$ cat config.mk
export PLATFORM = sky130hd
export DESIGN_NAME = l2_conv_out_ctrl
export DESIGN_NICKNAME = d
export VERILOG_FILES = /design/src/rtl/l2_conv_pkg.sv /design/src/rtl/l2_pool_rowbuf.sv /design/src/rtl/l2_conv_out_ctrl.sv
export SDC_FILE = /design/constraint.sdc
export NUM_CORES = 1
export LEC_CHECK = 0
export CELL_PAD_IN_SITES_DETAIL_PLACEMENT = 1
export CELL_PAD_IN_SITES_GLOBAL_PLACEMENT = 1
export CORE_MARGIN = 3
export CORE_UTILIZATION = 24
export CTS_BUF_LIST = sky130_fd_sc_hd__clkbuf_4
export DETAILED_ROUTE_END_ITERATION = 8
export PLACE_DENSITY = 0.46
export SLEW_MARGIN = 25
export SYNTH_ARGS = -nofsm -noshare
export SYNTH_HDL_FRONTEND = slang
export SYNTH_SLANG_ARGS = --single-unit
$ cat constraint.sdc
create_clock -name clk -period 5.2 [get_ports clk]
set_input_delay 1.04 -clock clk [delete_from_list [all_inputs] [get_ports clk]]
set_output_delay 1.04 -clock clk [all_outputs]
set_load 0.1 [all_outputs]
$ cat src/rtl/l2_conv_pkg.sv
// Shared layer-2 conv definitions: FSM encoding and default geometry, common to
// the input-side and output-side controllers.
package l2_conv_pkg;

    typedef enum logic [1:0] {
        ST_IDLE = 2'd0,
        ST_RUN  = 2'd1,
        ST_DONE = 2'd2
    } conv_state_e;

    localparam int unsigned L2_DW     = 16;
    localparam int unsigned L2_COL_N  = 12;
    localparam int unsigned L2_ROW_N  = 24;
    localparam int unsigned L2_CH_N   = 8;
    localparam int unsigned L2_OUT_AW = 10;

    // Counter width able to hold 0..n-1, never narrower than one bit
    function automatic int unsigned cnt_w(input int unsigned n);
        return (n > 1) ? $clog2(n) : 1;
    endfunction

endpackage

$ cat src/rtl/l2_pool_rowbuf.sv
// Row buffer for vertical max-pool: one horizontal-max entry per pooled column.
// Ports: clk; we/waddr/wdata write port; raddr/rdata asynchronous read port.
// Contents need no reset: every entry is written on an even row before the odd
// row reads it.
module l2_pool_rowbuf
    import l2_conv_pkg::*;
#(
    parameter int unsigned DW    = L2_DW,
    parameter int unsigned DEPTH = L2_COL_N / 2,
    parameter int unsigned AW    = cnt_w(DEPTH)
) (
    input  logic          clk,
    input  logic          we,
    input  logic [AW-1:0] waddr,
    input  logic [DW-1:0] wdata,
    input  logic [AW-1:0] raddr,
    output logic [DW-1:0] rdata
);

    logic [DW-1:0] mem [DEPTH];

    always_ff @(posedge clk) begin
        if (we) begin
            mem[waddr] <= wdata;
        end
    end

    assign rdata = mem[raddr];

endmodule

$ cat src/rtl/l2_conv_out_ctrl.sv
// Layer-2 conv output controller: ReLU + 2x2/stride-2 max-pool on the raster
// stream (col, row, channel) and sequential writes to the output RAM.
// Ports: clk, rstn; ConvValid_i run enable; vbit_i/ConvData_i conv stream;
// OutRamWe_o/OutRamAddr_o/OutRamData_o RAM write; Busy_o (RUN), Done_o (DONE),
// Err_o sticky "sample seen outside RUN".
module l2_conv_out_ctrl
    import l2_conv_pkg::*;
#(
    parameter int unsigned DW     = L2_DW,
    parameter int unsigned COL_N  = L2_COL_N,
    parameter int unsigned ROW_N  = L2_ROW_N,
    parameter int unsigned CH_N   = L2_CH_N,
    parameter int unsigned OUT_AW = L2_OUT_AW
) (
    input  logic              clk,
    input  logic              rstn,
    input  logic              ConvValid_i,
    input  logic              vbit_i,
    input  logic [DW-1:0]     ConvData_i,
    output logic              OutRamWe_o,
    output logic [OUT_AW-1:0] OutRamAddr_o,
    output logic [DW-1:0]     OutRamData_o,
    output logic              Busy_o,
    output logic              Done_o,
    output logic              Err_o
);

    localparam int unsigned CW  = cnt_w(COL_N);
    localparam int unsigned RW  = cnt_w(ROW_N);
    localparam int unsigned CHW = cnt_w(CH_N);
    localparam int unsigned RBN = COL_N / 2;
    localparam int unsigned RBW = cnt_w(RBN);

    conv_state_e       state_q, state_nxt;
    logic [CW-1:0]     col_q;
    logic [RW-1:0]     row_q;
    logic [CHW-1:0]    ch_q;
    logic [OUT_AW-1:0] wr_cnt_q;
    logic [DW-1:0]     hold_q;

    logic              acc_c, start_c, last_c, col_end_c, row_end_c;
    logic              rb_we_c, pool_c;
    logic [DW-1:0]     relu_c, hmax_c, vmax_c, rb_rd_c;
    logic [RBW-1:0]    rb_idx_c;

    // A sample counts only in RUN while the run is still enabled, so an abort
    // cycle cannot register a new write
    assign acc_c     = vbit_i && ConvValid_i && (state_q == ST_RUN);
    assign start_c   = (state_q == ST_IDLE) && ConvValid_i;
    assign col_end_c = (col_q == CW'(COL_N - 1));
    assign row_end_c = (row_q == RW'(ROW_N - 1));
    assign last_c    = col_end_c && row_end_c && (ch_q == CHW'(CH_N - 1));

    // ReLU, then horizontal and vertical max; unsigned compare is valid after ReLU
    assign relu_c   = ConvData_i[DW-1] ? '0 : ConvData_i;
    assign hmax_c   = (relu_c > hold_q) ? relu_c : hold_q;
    assign vmax_c   = (rb_rd_c > hmax_c) ? rb_rd_c : hmax_c;
    assign rb_idx_c = RBW'(col_q >> 1);
    assign rb_we_c  = acc_c && !row_q[0] && col_q[0];
    assign pool_c   = acc_c && row_q[0] && col_q[0];

    l2_pool_rowbuf #(
        .DW    (DW),
        .DEPTH (RBN),
        .AW    (RBW)
    ) u_rowbuf (
        .clk   (clk),
        .we    (rb_we_c),
        .waddr (rb_idx_c),
        .wdata (hmax_c),
        .raddr (rb_idx_c),
        .rdata (rb_rd_c)
    );

    // Next-state logic
    always_comb begin
        state_nxt = state_q;
        unique case (state_q)
            ST_IDLE: if (ConvValid_i) state_nxt = ST_RUN;
            ST_RUN: begin
                if (!ConvValid_i)          state_nxt = ST_IDLE;
                else if (acc_c && last_c)  state_nxt = ST_DONE;
            end
            ST_DONE: if (!ConvValid_i) state_nxt = ST_IDLE;
            default: state_nxt = ST_IDLE;
        endcase
    end

    // State register and status outputs
    always_ff @(posedge clk or negedge rstn) begin
        if (!rstn) begin
            state_q <= ST_IDLE;
            Busy_o  <= 1'b0;
            Done_o  <= 1'b0;
            Err_o   <= 1'b0;
        end else begin
            state_q <= state_nxt;
            Busy_o  <= (state_nxt == ST_RUN);
            Done_o  <= (state_nxt == ST_DONE);
            if (vbit_i && (state_q != ST_RUN)) Err_o <= 1'b1;
            else if (start_c)                  Err_o <= 1'b0;
        end
    end

    // Raster position counters
    always_ff @(posedge clk or negedge rstn) begin
        if (!rstn) begin
            col_q <= '0;
            row_q <= '0;
            ch_q  <= '0;
        end else if (start_c) begin
            col_q <= '0;
            row_q <= '0;
            ch_q  <= '0;
        end else if (acc_c) begin
            if (col_end_c) begin
                col_q <= '0;
                if (row_end_c) begin
                    row_q <= '0;
                    ch_q  <= (ch_q == CHW'(CH_N - 1)) ? '0 : ch_q + CHW'(1);
                end else begin
                    row_q <= row_q + RW'(1);
                end
            end else begin
                col_q <= col_q + CW'(1);
            end
        end
    end

    // Horizontal holding register and output RAM write port
    always_ff @(posedge clk or negedge rstn) begin
        if (!rstn) begin
            hold_q       <= '0;
            wr_cnt_q     <= '0;
            OutRamWe_o   <= 1'b0;
            OutRamAddr_o <= '0;
            OutRamData_o <= '0;
        end else begin
            OutRamWe_o <= pool_c;
            if (acc_c && !col_q[0]) hold_q <= relu_c;
            if (start_c) begin
                wr_cnt_q <= '0;
            end else if (pool_c) begin
                OutRamData_o <= vmax_c;
                OutRamAddr_o <= wr_cnt_q;
                wr_cnt_q     <= wr_cnt_q + OUT_AW'(1);
            end
        end
    end

endmodule
==> impl_metrics.yaml <==
status:
  status: "finished, final reports clean"
synthesis:
  syn_avg_cell_area_sq_um: 12.6
  synth_cell_type_count: 54
  synth_flop_cell: "edfxtp_1"
  ys_ff_latch: 158
  syn_inst: 601
  async_reset_ff_frac: 0.430
  syn_area_sq_um: 7580
  yosysWarnings: 0
  synth_edf_count: 90
  synth.net_count: 655
  seq_area_frac_synth: 0.581
power_and_ir_drop:
  peakVddDrop_mv: 0.123
  powerDensity_nw_per_um2: 336
  netSwitchingPower_mw: 0.966
  p_clk_frac: 0.277
  p_sw_frac: 0.318
  seq_power_share: 0.486
  comb_power_share: 0.237
  internal-power_mw: 2.08
  p_leak_nw: 3.54
routing:
  antenna_left: 0
  wirelength_mm: 19.6
  drc: 0
  dr.pass1.iters: 4
  vias: 4977
  post_drt_wl_per_cell_um: 18.1
  first_iter_violations: 256
  viasPerCell: 4.60
timing:
  finalClockSkew_ps: 30.0
  slew_headroom: 0.298
  tightest_slew_ps: 1050
  hold_violations: 0
  fin_ws_ps: 342
  rsz0062_at_grt: "false"
  max_freq_mhz: 206
  period_share: 0.934
  fin_crit_ps: 4860
  setup_viol: 0
  drv_slew: 0
finish:
  instances_no_fill: 1081
  antenna_cells: 0
  syn_to_final_growth_pct: 19.5
  nets: 727
  post_route_cells_drive_above_1_share: 0.175
  final_cell_area_sq_um: 9050
global_routing:
  grt-ovfl-total: 0
  grt_max_degree: 40
  grt_pass1_wl_mm: 31.3
  grt_pass1_vias: 5461
  gr-usage-all-layers: 0.122
  antenna_found_initial: 0
critical_path:
  cp_slowest_stage_delay_ps: 450
  crit_fanout: 15
  r2r_slack_ps: 1200
  slowest_stage: "clkdlybuf4s50_1"
  worstSetupPathType: "in -> reg"
  worstPathRequired_ps: 5700
  r2r_cells: 15
  rr_endpoint: "OutRamData_o[10]"
  start_kind: "input port"
  timing.rr.start: "hold_q[11]"
  critical_path_arrival_ps: 5350
  crit_path_cell_trace: "clkdlybuf4s50_1 > buf_12 > nor2b_1 > ha_1 > a21o_1 > a31oi_1 > o21ai_0 > o2bb2ai_4 > a221oi_2 > ha_1 > a21oi_1 > o21ai_0 > a221o_1 > o31a_1 > nand2b_1 > buf_4 > o211ai_1"
  worst_setup_path_end_kind: "flip-flop"
run:
  drv_cap: 0
place:
  place_area_sq_um: 8720
  gp_congestion: 0.743
  numPortBuffers: 48
  pre_cts_ws_ps: -460
  dp.cells: 1050
  dp_hpwl_mm: 13.6
clock_tree:
  clockBufferDepth: 2
  numCtsBuffers: 17
  cts_sinks: 158
  clkTransAtPathRegs_ps: 160
  postCtsSetupBuffers: 0
  cts_tree: "built"
  cts_htree_levels: 4
  cts_root_buf: "clkbuf_4"
  insertion_delay_ps: 570
floorplan:
  start_util: 0.246
  die-area_sq_um: 33700
  rows: 64
  die_h_um: 184
  core_region_area_sq_um: 30800
  io_pins: 50
  die_w_um: 184
worst_hold_path:
  min_path_type: "in -> async"
## power by group through the flow
| stage | sequential (mW) | combinational, mW | clock (mW) |
|---|---|---|---|
| after global placement | 1.50 | 0.704 | 0 |
| after global routing | 1.49 | 0.812 | 0.937 |
| after CTS | 1.48 | 0.729 | 0.887 |
| after floorplan | 1.49 | 0.442 | 0 |
| final | 1.48 | 0.721 | 0.843 |
| after detailed placement | 1.51 | 0.725 | 0 |
## cell families after synthesis
| group | after synthesis | share of synthesized area |
|---|---|---|
| and+or+nand+nor | 199 | 0.132 |
| DFF | 158 | 0.581 |
| AOI/OAI and AO/OA | 88 | 0.0887 |
| buffers and inverters | 60 | 0.0357 |
| muxes | 49 | 0.0918 |
| adders and majority gates | 34 | 0.0561 |
| xor gates and xnor gates | 12 | 0.0139 |
| other | 1 | 0.000495 |
## cells in the mapped netlist, types with 4 or more instances
| cell | instances | area share |
|---|---|---|
| mux4_2 | 15 | 0.045 |
| mux2i_1 | 20 | 0.026 |
| nand3_1 | 23 | 0.015 |
| ha_1 | 34 | 0.056 |
| and4_1 | 5 | 0.0058 |
| a221oi_1 | 4 | 0.0046 |
| nor2_1 | 41 | 0.020 |
| buf_4 | 4 | 0.0040 |
| a21oi_1 | 27 | 0.018 |
| inv_1 | 29 | 0.014 |
| nand2b_1 | 5 | 0.0041 |
| nand2_1 | 65 | 0.032 |
| clkbuf_1 | 14 | 0.0069 |
| mux2_2 | 14 | 0.021 |
| o211ai_1 | 16 | 0.016 |
| dfrtp_1 | 68 | 0.22 |
| nor3_1 | 6 | 0.0040 |
| nand4_1 | 8 | 0.0066 |
| o21ai_0 | 11 | 0.0073 |
| buf_2 | 6 | 0.0040 |
| a221oi_2 | 10 | 0.020 |
| nor2b_1 | 17 | 0.014 |
| xor2_1 | 9 | 0.010 |
| edfxtp_1 | 90 | 0.36 |
| and3_1 | 16 | 0.013 |
| a21o_1 | 6 | 0.0059 |
## repair_timing
item	in CTS	in global routing
setup endpoints to repair	0	1
hold buffers	0	0
resized for setup	0	1
## routing by layer
layer	global-route usage	up-vias	routed length, um
met5	0	-	0
met4	0.0332	0	251
li1	-	2358	-
met1	0.161	2546	9320
met3	0.0257	15	478
met2	0.203	58	9540
## worst max path at each step
stage / from / end / cells after the start
5_1_grt: ConvData_i[15] / OutRamData_o[0] / 17
6_report: ConvData_i[15] / OutRamData_o[10] / 17
4_1_cts: ConvData_i[15] / OutRamData_o[0] / 17
2_1_floorplan: ConvData_i[15] / OutRamData_o[10] / 17
3_5_place_dp: ConvData_i[15] / OutRamData_o[0] / 17
3_3_place_gp: ConvData_i[15] / OutRamData_o[0] / 17
## cells in the final DEF, fill, tap and decap left out, types with 14 or more instances in the layout
master and n:
nor2_1 37, inv_1 29, o211ai_1 16, mux2_2 14, nand2_1 65, mux2i_1 20
and3_1 16, buf_4 34, ha_1 34, nand3_1 23, dfrtp_1 67, a21oi_1 27
clkbuf_4 18, nor2b_1 17, clkdlybuf4s50_1 47, mux4_2 15, edfxtp_1 90
## worst max-delay path: cells and delay by family
kind	cells	cell delay, ps
buf+inv	3	810
simple gates	2	430
fa+ha+maj	2	640
compound gates	10	2420
## stage by stage
stage | setup TNS, ps | hold WS, ps | total power, mW | util
6_report | 0 | 434 | 3.04 | 0.294
5_1_grt | 0 | 398 | 3.24 | 0.294
4_1_cts | 0 | 499 | 3.10 | 0.293
3_5_place_dp | -6100 | 465 | 2.23 | 0.283
3_3_place_gp | -3130 | 460 | 2.21 | 0.283
2_1_floorplan | 0 | 459 | 1.94 | -
## final cells by class
cell class                      instances  area, sq um
Multi-Input combinational cell        383         2960
Timing Repair Buffer                   83          766
Clock buffer                           18          135
Fill cell                            3322        21800
Sequential cell                       158         4410
Inverter                               30          113
Clock inverter                         13          178
Tap cell                              396          495
## state kept, by name, indices dropped and copies added (netlist names)
register / cells
Err_o: 1
hold_q: 15
wr_cnt_q: 10
state_q: 2
u_rowbuf.mem: 90
OutRamAddr_o: 10
col_q: 4
row_q: 5
Busy_o: 1
OutRamData_o: 15
OutRamWe_o: 1
ch_q: 3
Done_o: 1
Note: power is estimated with default switching activity, not from simulation.
